`config.mk`:
```
export PLATFORM = sky130hd
export DESIGN_NAME = tl_ul_req_buffer
export DESIGN_NICKNAME = d
export VERILOG_FILES = /design/src/rtl/tl_ul_req_buffer.sv
export SDC_FILE = /design/constraint.sdc
export NUM_CORES = 1
export LEC_CHECK = 0
export BUFFER_PORTS_ARGS = -buffer_cell sky130_fd_sc_hd__buf_2
export CAP_MARGIN = 20
export CORE_MARGIN = 3
export CORE_UTILIZATION = 40
export CTS_BUF_LIST = sky130_fd_sc_hd__clkbuf_4 sky130_fd_sc_hd__clkbuf_8
export CTS_CLUSTER_DIAMETER = 120
export DETAILED_ROUTE_END_ITERATION = 7
export GPL_ROUTABILITY_DRIVEN = 0
export MAX_ROUTING_LAYER = met4
export PLACE_DENSITY = 0.7
export SLEW_MARGIN = 20
export SYNTH_ARGS = -nofsm -noshare
export SYNTH_HDL_FRONTEND = slang
export SYNTH_SLANG_ARGS = --single-unit
```
`constraint.sdc`:
```
create_clock -name clk_i -period 3.7 [get_ports clk_i]
set_input_delay 0.185 -clock clk_i [delete_from_list [all_inputs] [get_ports clk_i]]
set_output_delay 0.185 -clock clk_i [all_outputs]
set_load 0.1 [all_outputs]
```
`src/rtl/tl_ul_req_buffer.sv`:
```
// -----------------------------------------------------------------------------
// tl_ul_req_buffer
//
// TL-UL A-channel request buffer with an outstanding-transaction limit. It sits
// between a TileLink host and its downstream TL-UL device. Requests are queued
// in a DEPTH-entry FIFO. The head entry is released downstream only while fewer
// than MAX_OUT requests are still waiting for a D-channel response. The block
// watches D-channel handshakes but does not buffer them.
//
// Optional feature (compile-time macro):
//   TL_UL_REQ_BUFFER_SOURCE_CHECK_EN
//     Adds a 2^AIW-bit in-flight bitmap. The head request stalls while its
//     source ID is still outstanding. A D response for a source that is not
//     in flight sets err_o.
//
// Parameters:
//   DW       data width (power of two, >= 32)
//   AW       address width
//   AIW      source ID width
//   SZW      size field width
//   DEPTH    FIFO entries (power of two, >= 2)
//   MAX_OUT  maximum outstanding downstream requests (1 .. 2^AIW)
//
// Ports:
//   clk_i, rst_i        clock; synchronous active-high reset
//   up_a_*              upstream A channel (valid/ready plus request fields)
//   dn_a_*              downstream A channel; fields show the FIFO head entry
//   d_valid_i/d_ready_i D-channel handshake, monitored only
//   d_source_i          D-channel source ID, monitored only
//   outstanding_o       number of requests waiting for a D response
//   err_o               sticky protocol error (D response with nothing owed)
// -----------------------------------------------------------------------------
module tl_ul_req_buffer #(
  parameter int unsigned DW      = 64,
  parameter int unsigned AW      = 32,
  parameter int unsigned AIW     = 4,
  parameter int unsigned SZW     = 2,
  parameter int unsigned DEPTH   = 4,
  parameter int unsigned MAX_OUT = 2
) (
  input  logic                         clk_i,
  input  logic                         rst_i,

  input  logic                         up_a_valid_i,
  output logic                         up_a_ready_o,
  input  logic [2:0]                   up_a_opcode_i,
  input  logic [SZW-1:0]               up_a_size_i,
  input  logic [AIW-1:0]               up_a_source_i,
  input  logic [AW-1:0]                up_a_address_i,
  input  logic [DW/8-1:0]              up_a_mask_i,
  input  logic [DW-1:0]                up_a_data_i,

  output logic                         dn_a_valid_o,
  input  logic                         dn_a_ready_i,
  output logic [2:0]                   dn_a_opcode_o,
  output logic [SZW-1:0]               dn_a_size_o,
  output logic [AIW-1:0]               dn_a_source_o,
  output logic [AW-1:0]                dn_a_address_o,
  output logic [DW/8-1:0]              dn_a_mask_o,
  output logic [DW-1:0]                dn_a_data_o,

  input  logic                         d_valid_i,
  input  logic                         d_ready_i,
  input  logic [AIW-1:0]               d_source_i,

  output logic [$clog2(MAX_OUT+1)-1:0] outstanding_o,
  output logic                         err_o
);

  localparam int unsigned PW   = $clog2(DEPTH);      // FIFO index width
  localparam int unsigned PTRW = PW + 1;             // index plus wrap bit
  localparam int unsigned CW   = $clog2(MAX_OUT + 1);

  typedef struct packed {
    logic [2:0]      opcode;
    logic [SZW-1:0]  size;
    logic [AIW-1:0]  source;
    logic [AW-1:0]   address;
    logic [DW/8-1:0] mask;
    logic [DW-1:0]   data;
  } req_t;

  // ---------------------------------------------------------------------------
  // FIFO storage and pointers
  // ---------------------------------------------------------------------------
  req_t            mem [DEPTH];
  logic [PTRW-1:0] wr_ptr_q, rd_ptr_q;
  logic [CW-1:0]   outstanding_q;
  logic            err_q;

  logic            full, empty;
  logic            push, pop, d_hs;
  logic            below_limit, source_ok, src_err, underflow;
  req_t            head;
  req_t            wr_entry;

  // The pointers carry one extra wrap bit. Equal low bits with different
  // wrap bits means the writer is a full lap ahead of the reader.
  assign full  = (wr_ptr_q[PW-1:0] == rd_ptr_q[PW-1:0]) &&
                 (wr_ptr_q[PW]     != rd_ptr_q[PW]);
  assign empty = (wr_ptr_q == rd_ptr_q);

  assign head = mem[rd_ptr_q[PW-1:0]];

  assign wr_entry = '{opcode:  up_a_opcode_i,
                      size:    up_a_size_i,
                      source:  up_a_source_i,
                      address: up_a_address_i,
                      mask:    up_a_mask_i,
                      data:    up_a_data_i};

  // A full FIFO refuses a push even when a pop frees a slot in the same
  // cycle. This keeps up_a_ready_o free of any path from dn_a_ready_i.
  assign up_a_ready_o = !full;
  assign push         = up_a_valid_i && !full;

  assign below_limit  = (outstanding_q < CW'(MAX_OUT));
  assign dn_a_valid_o = !empty && below_limit && source_ok;
  assign pop          = dn_a_valid_o && dn_a_ready_i;
  assign d_hs         = d_valid_i && d_ready_i;

  // The head fields come straight from storage. They stay stable until the
  // pop because a push can only write the head slot when the FIFO is empty.
  assign dn_a_opcode_o  = head.opcode;
  assign dn_a_size_o    = head.size;
  assign dn_a_source_o  = head.source;
  assign dn_a_address_o = head.address;
  assign dn_a_mask_o    = head.mask;
  assign dn_a_data_o    = head.data;

  // NOTE: storage has no reset. The pointers alone decide which entries are
  // valid, so clearing the array would only add reset fan-out.
  always_ff @(posedge clk_i) begin
    if (push) begin
      mem[wr_ptr_q[PW-1:0]] <= wr_entry;
    end
  end

  // NOTE: sequential state is always written with non-blocking assignments,
  // so every reader in this clock domain sees the value from before the edge.
  always_ff @(posedge clk_i) begin
    if (rst_i) begin
      wr_ptr_q <= '0;
      rd_ptr_q <= '0;
    end else begin
      if (push) wr_ptr_q <= wr_ptr_q + PTRW'(1);
      if (pop)  rd_ptr_q <= rd_ptr_q + PTRW'(1);
    end
  end

  // ---------------------------------------------------------------------------
  // Outstanding counter and sticky error
  // ---------------------------------------------------------------------------
  // A D response arriving when nothing is owed is an underflow. When a pop
  // happens in the same cycle, the two events cancel and the count holds.
  assign underflow = d_hs && !pop && (outstanding_q == '0);

  always_ff @(posedge clk_i) begin
    if (rst_i) begin
      outstanding_q <= '0;
    end else begin
      unique case ({pop, d_hs})
        2'b10:   outstanding_q <= outstanding_q + CW'(1);
        2'b01:   if (outstanding_q != '0) outstanding_q <= outstanding_q - CW'(1);
        default: outstanding_q <= outstanding_q;
      endcase
    end
  end

  always_ff @(posedge clk_i) begin
    if (rst_i) begin
      err_q <= 1'b0;
    end else if (underflow || src_err) begin
      err_q <= 1'b1;
    end
  end

  assign outstanding_o = outstanding_q;
  assign err_o         = err_q;

  // ---------------------------------------------------------------------------
  // Optional per-source in-flight tracking
  // ---------------------------------------------------------------------------
`ifdef TL_UL_REQ_BUFFER_SOURCE_CHECK_EN
  localparam int unsigned NSRC = 1 << AIW;

  logic [NSRC-1:0] inflight_q;

  assign source_ok = !inflight_q[head.source];
  assign src_err   = d_hs && !inflight_q[d_source_i];

  // The clear is written before the set. When both hit the same bit, the
  // set from the pop wins. Different bits are both updated.
  always_ff @(posedge clk_i) begin
    if (rst_i) begin
      inflight_q <= '0;
    end else begin
      if (d_hs) inflight_q[d_source_i]  <= 1'b0;
      if (pop)  inflight_q[head.source] <= 1'b1;
    end
  end
`else
  logic unused_d_source;

  assign source_ok       = 1'b1;
  assign src_err         = 1'b0;
  assign unused_d_source = ^d_source_i;
`endif

endmodule

```
Word-level counts from Yosys, hierarchy flattened

Memory sizes are Yosys's and may differ from the RTL's. A register that Yosys moved wholly into a read port is not among the register bits.
Cells that the tools add are included.

Register bits: 9
RAM bits: 452
Memories kept: 1

Memory list:

| name | depth | width | read ports | clocked after Yosys merged registers in | wr ports | RTL line | source |
|---|---|---|---|---|---|---|---|
| mem  | 4     | 113   | 1          | 1                                       | 1        | 86       | `req_t mem [DEPTH];` |

Add/subtract/negate cells: 4
Magnitude comparators: 1
Eq/ne operators: 6
Multiplexer cells: 6
Reductions and logical operators: 14

Operators by type and width:

| operator                                                               | number |
|---|---|
| 1-bit logical AND                                                      | 7 |
| 3-bit by 1-bit adder with 3-bit output (second input constant)         | 2 |
| 2-bit two-way mux                                                      | 3 |
| 2-bit one-hot mux with 2 select lines                                  | 1 |
| 2-bit nonzero test                                                     | 2 |
| 3-bit equality test                                                    | 1 |
| 1-bit zero test                                                        | 3 |
| 2-bit by 1-bit adder with 2-bit output (second input constant)         | 1 |
| 2-bit by 1-bit equality test with 1-bit output (second input constant) | 1 |
| 2-bit equality test                                                    | 1 |
| 2-bit equality test (second input constant)                            | 1 |
| 2-bit zero test                                                        | 1 |
| 2-bit < comparator (second input constant)                             | 1 |
| 1-bit two-way mux                                                      | 2 |
| 2-bit != test (second input constant)                                  | 1 |
| 2-bit AND reduction                                                    | 1 |
| 2-bit by 1-bit subtractor with 2-bit output (second input constant)    | 1 |
| 1-bit != test                                                          | 1 |

Depth between registers and ports, before layout

Gate-level depths: netlist of the first run.

Depth in word-level cells: 7
Mapped depth: 4
Depth with buffers taken out: 4

Worst setup path after synthesis of the first run

No wires, ideal clock.

Path kind: flip-flop to flip-flop
Start point: register wr_ptr_q[0]
End point: memory mem[1][0] in the netlist's numbering (enable)
Setup time: 0.485 ns
Arrival time: 3.548 ns
Required time: 3.215 ns
Slack: -0.333 ns
Stages on the path, launching flop included: 4
Clock period less this slack: 4.033 ns
Cell sequence: dfxtp_1 xnor2_2 a31oi_4 and2_1

Cells in the longest elaborated chain, start to end: 6

Ends and longest elaborated chain:

| element                                 | RTL line | source |
|---|---|---|
| start: declaration                      | 87       | `logic [PTRW-1:0] wr_ptr_q, rd_ptr_q;` |
| start signal: assignment                | 146      | `if (push) wr_ptr_q <= wr_ptr_q + PTRW'(1);` |
| 2-bit equality test                     | 99       | `assign full = (wr_ptr_q[PW-1:0] == rd_ptr_q[PW-1:0]) &&` |
| 1-bit logical AND                       | 99       |  |
| 1-bit zero test                         | 115      | `assign push = up_a_valid_i && !full;` |
| 1-bit logical AND                       | 115      |  |
| 1-bit two-way mux                       | 134      | `if (push) begin` |
| 1-bit two-way mux (implied by the code) | 135      | `mem[wr_ptr_q[PW-1:0]] <= wr_entry;` |
| end: declaration                        | 86       |  |

Several ways; a longest one is shown, not always the timed one.

==> flow_summary.json, run 1 <==
{
  "global_route_wire_length_before_repair_um": 51500,
  "design_power_total_mw": 15.1,
  "port_buffers": 236,
  "static-leakage-power_nw": 7.33,
  "flow.area_growth_from_synthesis_pct": 27.6,
  "cp_max_fanout": 29,
  "sequential_area_share_after_synthesis_pct": 81.7,
  "ys_top_cells_by_area": "sky130_fd_sc_hd__edfxtp_1 80%, sky130_fd_sc_hd__mux4_2 15%, sky130_fd_sc_hd__dfxtp_1 1.3%, sky130_fd_sc_hd__ha_1 0.37%, sky130_fd_sc_hd__buf_2 0.36%",
  "synthCells": 652,
  "ys_types": 30,
  "grt.overflow.total": 0,
  "final_wl_um": 33200,
  "post_synth.cell_area_avg_um2": 25.9,
  "post_drt_via_cell_ratio": 4.97,
  "numCtsBuffers": 77,
  "timing.max_cap.violations": 0,
  "cell_internal_pwr_mw": 9.52,
  "cts-root-buf": "sky130_fd_sc_hd__clkbuf_8",
  "setup-tns-final_ps": 0,
  "groute.usage.overall_pct": 15.6,
  "antenna_violations_before_repair": 0,
  "final_cell_mix": "452 x sky130_fd_sc_hd__edfxtp_1, 236 x sky130_fd_sc_hd__buf_2, 120 x sky130_fd_sc_hd__dlygate4sd3_1",
  "cts-htree-levels": 3,
  "vdd_ir_drop_max_mv": 0.566,
  "report.final.hold_viol_count": 0,
  "clkSlewWorstSetupHoldPaths_ps": 60,
  "nets": 1205,
  "worst_pin_slew_ps": 760,
  "initial_core_util_pct": 40.9,
  "cellPowerDensity_nw_per_um2": 702,
  "synthDominantAreaCellType": "sky130_fd_sc_hd__edfxtp_1",
  "max_slew_margin_pct": 49.3,
  "grt_setup_unrepaired": "no",
  "netlist.area_leader.share_pct": 80.4,
  "share_comb_of_total_power_pct": 30.8,
  "via_count": 8279,
  "drc": 0,
  "die-height_um": 211,
  "timing.final.max_slew_violations": 0,
  "sw_frac_of_total_pct": 37.1,
  "clock_insertion_delay_worst_skew_ps": 600,
  "wire_per_inst_um": 19.9,
  "critical_path_required_ps": 3510,
  "final_period_minus_worst_setup_slack_ps": 2800,
  "finish.instance_area_um2": 21500,
  "post-dp-hpwl_um": 18700,
  "grt_pass1_vias": 9255,
  "clock_skew_ps": 16.3,
  "yosysWarningCount": 0,
  "cts.repair_timing.setup_buffer_count": 0,
  "boundaryPins": 241,
  "die_width_um": 211,
  "max-clock-path-buffers": 3,
  "drt_iter0_drc": 492,
  "placed_instance_area_um2": 18900,
  "fp-row-count": 74,
  "total_core_area_um2": 41300,
  "holdCritPathClass": "in -> reg",
  "firstDrtPassIters": 4,
  "tritoncts_clock_tree": "done",
  "fmax_mhz": 357,
  "dpl.cell_count": 1410,
  "p_switching_mw": 5.61,
  "worst_ep_arrival_time_ps": 2620,
  "ant_nets": 0,
  "clock_share_of_power_pct": 28.4,
  "die_area_um2": 44700,
  "final_layout_size_suffix_gt1_share_pct": 43.7,
  "cp-end-kind": "primary output",
  "post_synth_instance_area_um2": 16900,
  "cts_resizes": 0,
  "syn_nets": 780,
  "final_cells": 1667,
  "post-route-period-util_pct": 75.8,
  "numClockSinks": 463,
  "power.sequential.fraction_pct": 40.9,
  "start_kind": "flop",
  "setup_viol": 0,
  "finalHoldWorstSlack_ps": 116,
  "run_status": "completed",
  "synth-seq-cells": 463,
  "worst-setup-path-type": "reg -> out",
  "postCtsHoldBufs": 120,
  "grt_max_degree": 114,
  "most_common_cell_after_layout_fill_and_taps_aside": "sky130_fd_sc_hd__edfxtp_1"
}
-- final cells by class --
type / count / area, um2
antenna: 1 / 2.50
clock buffer: 102 / 1270
clock inverter: 34 / 210
fill: 3230 / 19800
inverter: 4 / 15.0
multi-input combinational: 158 / 2940
sequential: 463 / 13800
tap: 532 / 666
timing repair buffer: 373 / 2640
-- through the flow --
step	util (%)	setup slack, ps
after floorplan	-	916
after global placement	45.7	1370
after detailed placement	45.7	1360
after CTS	52.2	725
after global routing	52.2	693
final	52.2	897
-- layer usage --
metal | global-route usage, % | part of all wire [%]
met3 | 4.64 | 7.4
met2 | 24.9 | 50
met5 | - | 0
met4 | 5.31 | 2.0
met1 | 19.1 | 41
-- sequential cells by signal, summed over array words and instances, names as in the netlist, named ones only --
| name | cells |
|---|---|
| mem | 452 |
| rd_ptr_q | 3 |
| wr_ptr_q | 3 |
| outstanding_o | 2 |
| err_o | 1 |
-- synth_stat cells --
library cell / count
sky130_fd_sc_hd__a21bo_1: 1
sky130_fd_sc_hd__a21bo_2: 2
sky130_fd_sc_hd__nand3_1: 1
sky130_fd_sc_hd__nand2b_1: 1
sky130_fd_sc_hd__a211o_1: 1
sky130_fd_sc_hd__a31oi_1: 2
sky130_fd_sc_hd__mux4_2: 113
sky130_fd_sc_hd__and2_1: 4
sky130_fd_sc_hd__a31oi_4: 2
sky130_fd_sc_hd__or2b_2: 1
sky130_fd_sc_hd__or3b_1: 1
sky130_fd_sc_hd__ha_1: 5
sky130_fd_sc_hd__buf_2: 12
sky130_fd_sc_hd__a21boi_0: 1
sky130_fd_sc_hd__nand2_1: 1
sky130_fd_sc_hd__nand3_2: 1
sky130_fd_sc_hd__nor2_1: 6
sky130_fd_sc_hd__xnor2_2: 2
sky130_fd_sc_hd__edfxtp_1: 452
sky130_fd_sc_hd__buf_1: 1
sky130_fd_sc_hd__mux2i_1: 2
sky130_fd_sc_hd__buf_4: 7
sky130_fd_sc_hd__a21oi_1: 3
sky130_fd_sc_hd__inv_1: 4
sky130_fd_sc_hd__xor2_1: 1
sky130_fd_sc_hd__xnor2_1: 3
sky130_fd_sc_hd__a32oi_1: 1
sky130_fd_sc_hd__nand3b_1: 3
sky130_fd_sc_hd__dfxtp_1: 11
sky130_fd_sc_hd__clkbuf_1: 7
-- cell families after synthesis --
| kind of cell | share of synthesized area, % |
|---|---|
| fa+ha+maj | 0.371 |
| mux | 15.2 |
| buf+inv | 0.934 |
| flops | 81.7 |
| simple gates | 0.667 |
| compound gates | 0.741 |
| xor+xnor | 0.400 |
-- worst paths after layout --
path                                                    start                             to  slack, ps  cells past startpoint
worst max-delay path                                     flop             dn_a_address_o[19]        900                      3
worst min-delay path                                d_ready_i  outstanding_o[0]$_SDFFE_PP0P_        120                      4
worst max register to register       wr_ptr_q[0]$_SDFFE_PP0P_           mem[1][44]$_DFFE_PP_       1380                      4
worst min register to register  outstanding_o[1]$_SDFFE_PP0P_  outstanding_o[0]$_SDFFE_PP0P_        550                      2
-- worst max-delay path, cell delays in order, from the launching register on --
cell and delay (ps):
sky130_fd_sc_hd__dfxtp_4 800, sky130_fd_sc_hd__buf_4 340, sky130_fd_sc_hd__mux4_2 560, sky130_fd_sc_hd__buf_2 310
-- power groups by stage --
stage	Clock (mW)	Combinational, mW	Sequential [mW]
after floorplan	0	3.86	6.24
after global placement	0	4.58	6.28
after detailed placement	0	4.59	6.30
after CTS	4.44	4.71	6.19
after global routing	4.70	4.83	6.21
final	4.29	4.65	6.18
No activity file was read; power rests on OpenSTA's default activity.
==> inputs of run 2 (changes only) <==
PLACE_DENSITY = 0.68   (was 0.7)
clock period = 2.85 ns   (was 3.7 ns; I/O delays follow)
==> run 2 against run 1 <==
Hold slack improved by 170 ps. Clock power rose by 31%. Routed wire length is 2.3% higher. Non-clock buffer count down 3. Count of clock-buffer cells in the layout up 1. Cell count barely moved. Sequential share of layout area fell by 0.093 points. Die area did not move. Utilization is 0.076 points higher. Highest routed layer unchanged.
==> flow_summary.json, run 2 (synthesized netlist as in run 1, its figures left out) <==
{
  "sw_frac_of_total_pct": 37.4,
  "clock_share_of_power_pct": 28.7,
  "wire_per_inst_um": 20.4,
  "cell_internal_pwr_mw": 12.3,
  "nets": 1202,
  "worst_r2r_startpoint": "wr_ptr_q[0]$_SDFFE_PP0P_",
  "finalHoldWorstSlack_ps": 283,
  "fp-row-count": 74,
  "grt_setup_unrepaired": "no",
  "design_power_total_mw": 19.7,
  "holdCritPathClass": "in -> reg",
  "worst_ep_arrival_time_ps": 2400,
  "layout.core_utilization_pct": 52.2,
  "post-dp-hpwl_um": 18500,
  "die-height_um": 211,
  "global_route_wire_length_before_repair_um": 52400,
  "share_comb_of_total_power_pct": 30.8,
  "port_buffers": 236,
  "final_critical_path_setup_slack_ps": 308,
  "final_cell_mix": "452 x sky130_fd_sc_hd__edfxtp_1, 236 x sky130_fd_sc_hd__buf_2, 120 x sky130_fd_sc_hd__dlygate4sd3_1",
  "start_kind": "flop",
  "crit_path_cell_trace": "buf_4 > mux4_2 > buf_2",
  "critical_path_capture_point": "dn_a_data_o[46]",
  "final_cells": 1668,
  "grt_max_degree": 70,
  "grt.overflow.total": 0,
  "vdd_ir_drop_max_mv": 0.600,
  "cts-root-buf": "sky130_fd_sc_hd__clkbuf_8",
  "final_wl_um": 34000,
  "cts_resizes": 0,
  "max_slew_margin_pct": 55.6,
  "worst-setup-path-type": "reg -> out",
  "antenna_violations_before_repair": 3,
  "total_core_area_um2": 41300,
  "finish.instance_area_um2": 21600,
  "clkSlewWorstSetupHoldPaths_ps": 60,
  "worst_pin_slew_ps": 666,
  "dpl.cell_count": 1407,
  "critical_path_required_ps": 2710,
  "cts-htree-levels": 3,
  "firstDrtPassIters": 5,
  "via_count": 8299,
  "power.sequential.fraction_pct": 40.5,
  "timing.max_cap.violations": 0,
  "clock_insertion_delay_worst_skew_ps": 610,
  "detailedPlace.worstSlack_ps": 812,
  "drc": 0,
  "placed_instance_area_um2": 18900,
  "worst-r2r-cell-count": 4,
  "p_switching_mw": 7.36,
  "cp_max_fanout": 31,
  "flow.area_growth_from_synthesis_pct": 27.8,
  "final_layout_size_suffix_gt1_share_pct": 43.9,
  "cellPowerDensity_nw_per_um2": 912,
  "die_area_um2": 44700,
  "post-route-period-util_pct": 89.2,
  "boundaryPins": 241,
  "grt_pass1_vias": 9311,
  "post_drt_via_cell_ratio": 4.98,
  "max-clock-path-buffers": 3,
  "groute.usage.overall_pct": 15.9,
  "static-leakage-power_nw": 7.33,
  "timing.final.max_slew_violations": 0,
  "clock_skew_ps": 15.1,
  "tritoncts_clock_tree": "done",
  "report.final.hold_viol_count": 0,
  "numCtsBuffers": 77,
  "initial_core_util_pct": 40.9,
  "die_width_um": 211,
  "critical_path.reg2reg.endpoint": "mem[1][48]$_DFFE_PP_",
  "largest_register_ff_count": 452,
  "fillerInstances": 3229,
  "cp-end-kind": "primary output",
  "numClockSinks": 463,
  "drt_iter0_drc": 466,
  "setup-tns-final_ps": 0,
  "critPathMaxStageDelay_ps": 780,
  "most_common_cell_after_layout_fill_and_taps_aside": "sky130_fd_sc_hd__edfxtp_1",
  "worst-r2r-setup-slack_ps": 810,
  "final_period_minus_worst_setup_slack_ps": 2540,
  "run_status": "completed",
  "fmax_mhz": 393,
  "ant_nets": 0,
  "setup_viol": 0,
  "critical-path-slowest-cell": "sky130_fd_sc_hd__dfxtp_4"
}
run 2: timing repair:
| item | CTS | global route |
|---|---|---|
| buffers inserted | 0 | 0 |
| endpoints found under the hold margin | 463 | 0 |
| hold buffers | 120 | 0 |
run 2: critical path, delay by kind of cell, from the launching register on:
kind,cells,cell delay (ps)
flip-flops,1,780
buffers and inverters,2,770
multiplexers,1,230
run 2: final cells by class:
type                       count  area (um2)  area share [%]
sequential                   463       13800            64.0
multi-input combinational    158        2940            13.6
timing repair buffer         370        2650            12.3
clock buffer                 103        1260            5.85
tap                          532         666            3.09
clock inverter                35         233            1.08
inverter                       4        15.0          0.0696
antenna                        3        7.51          0.0348
run 2: worst min-delay path by stage:
stage	from	end	slack [ps]	depth (start not counted)
global placement	up_a_address_i[25]	mem[1][97]$_DFFE_PP_	350	1
finish	up_a_address_i[18]	mem[0][90]$_DFFE_PP_	280	2
CTS	up_a_source_i[2]	mem[0][106]$_DFFE_PP_	210	2
global route	up_a_data_i[44]	mem[2][44]$_DFFE_PP_	220	2
detailed placement	up_a_data_i[50]	mem[0][50]$_DFFE_PP_	360	1
floorplan	up_a_data_i[0]	mem[0][0]$_DFFE_PP_	240	0
run 2: per-layer routing:
layer | track usage, % | share of wire (%) | wire length (um)
met5 | - | 0 | 0
met4 | 5.33 | 2.2 | 752
met3 | 5.05 | 7.7 | 2630
met1 | 19.7 | 41 | 14000
met2 | 25.2 | 49 | 16700
run 2: power by group through the flow:
stage                     registers, mW  clock network, mW  logic (mW)
after floorplan                    8.10                  0        5.01
after global routing               8.00               6.18        6.29
after CTS                          7.98               5.85        6.13
after global placement             8.10                  0        5.97
final                              7.98               5.64        6.06
after detailed placement           8.12                  0        5.98
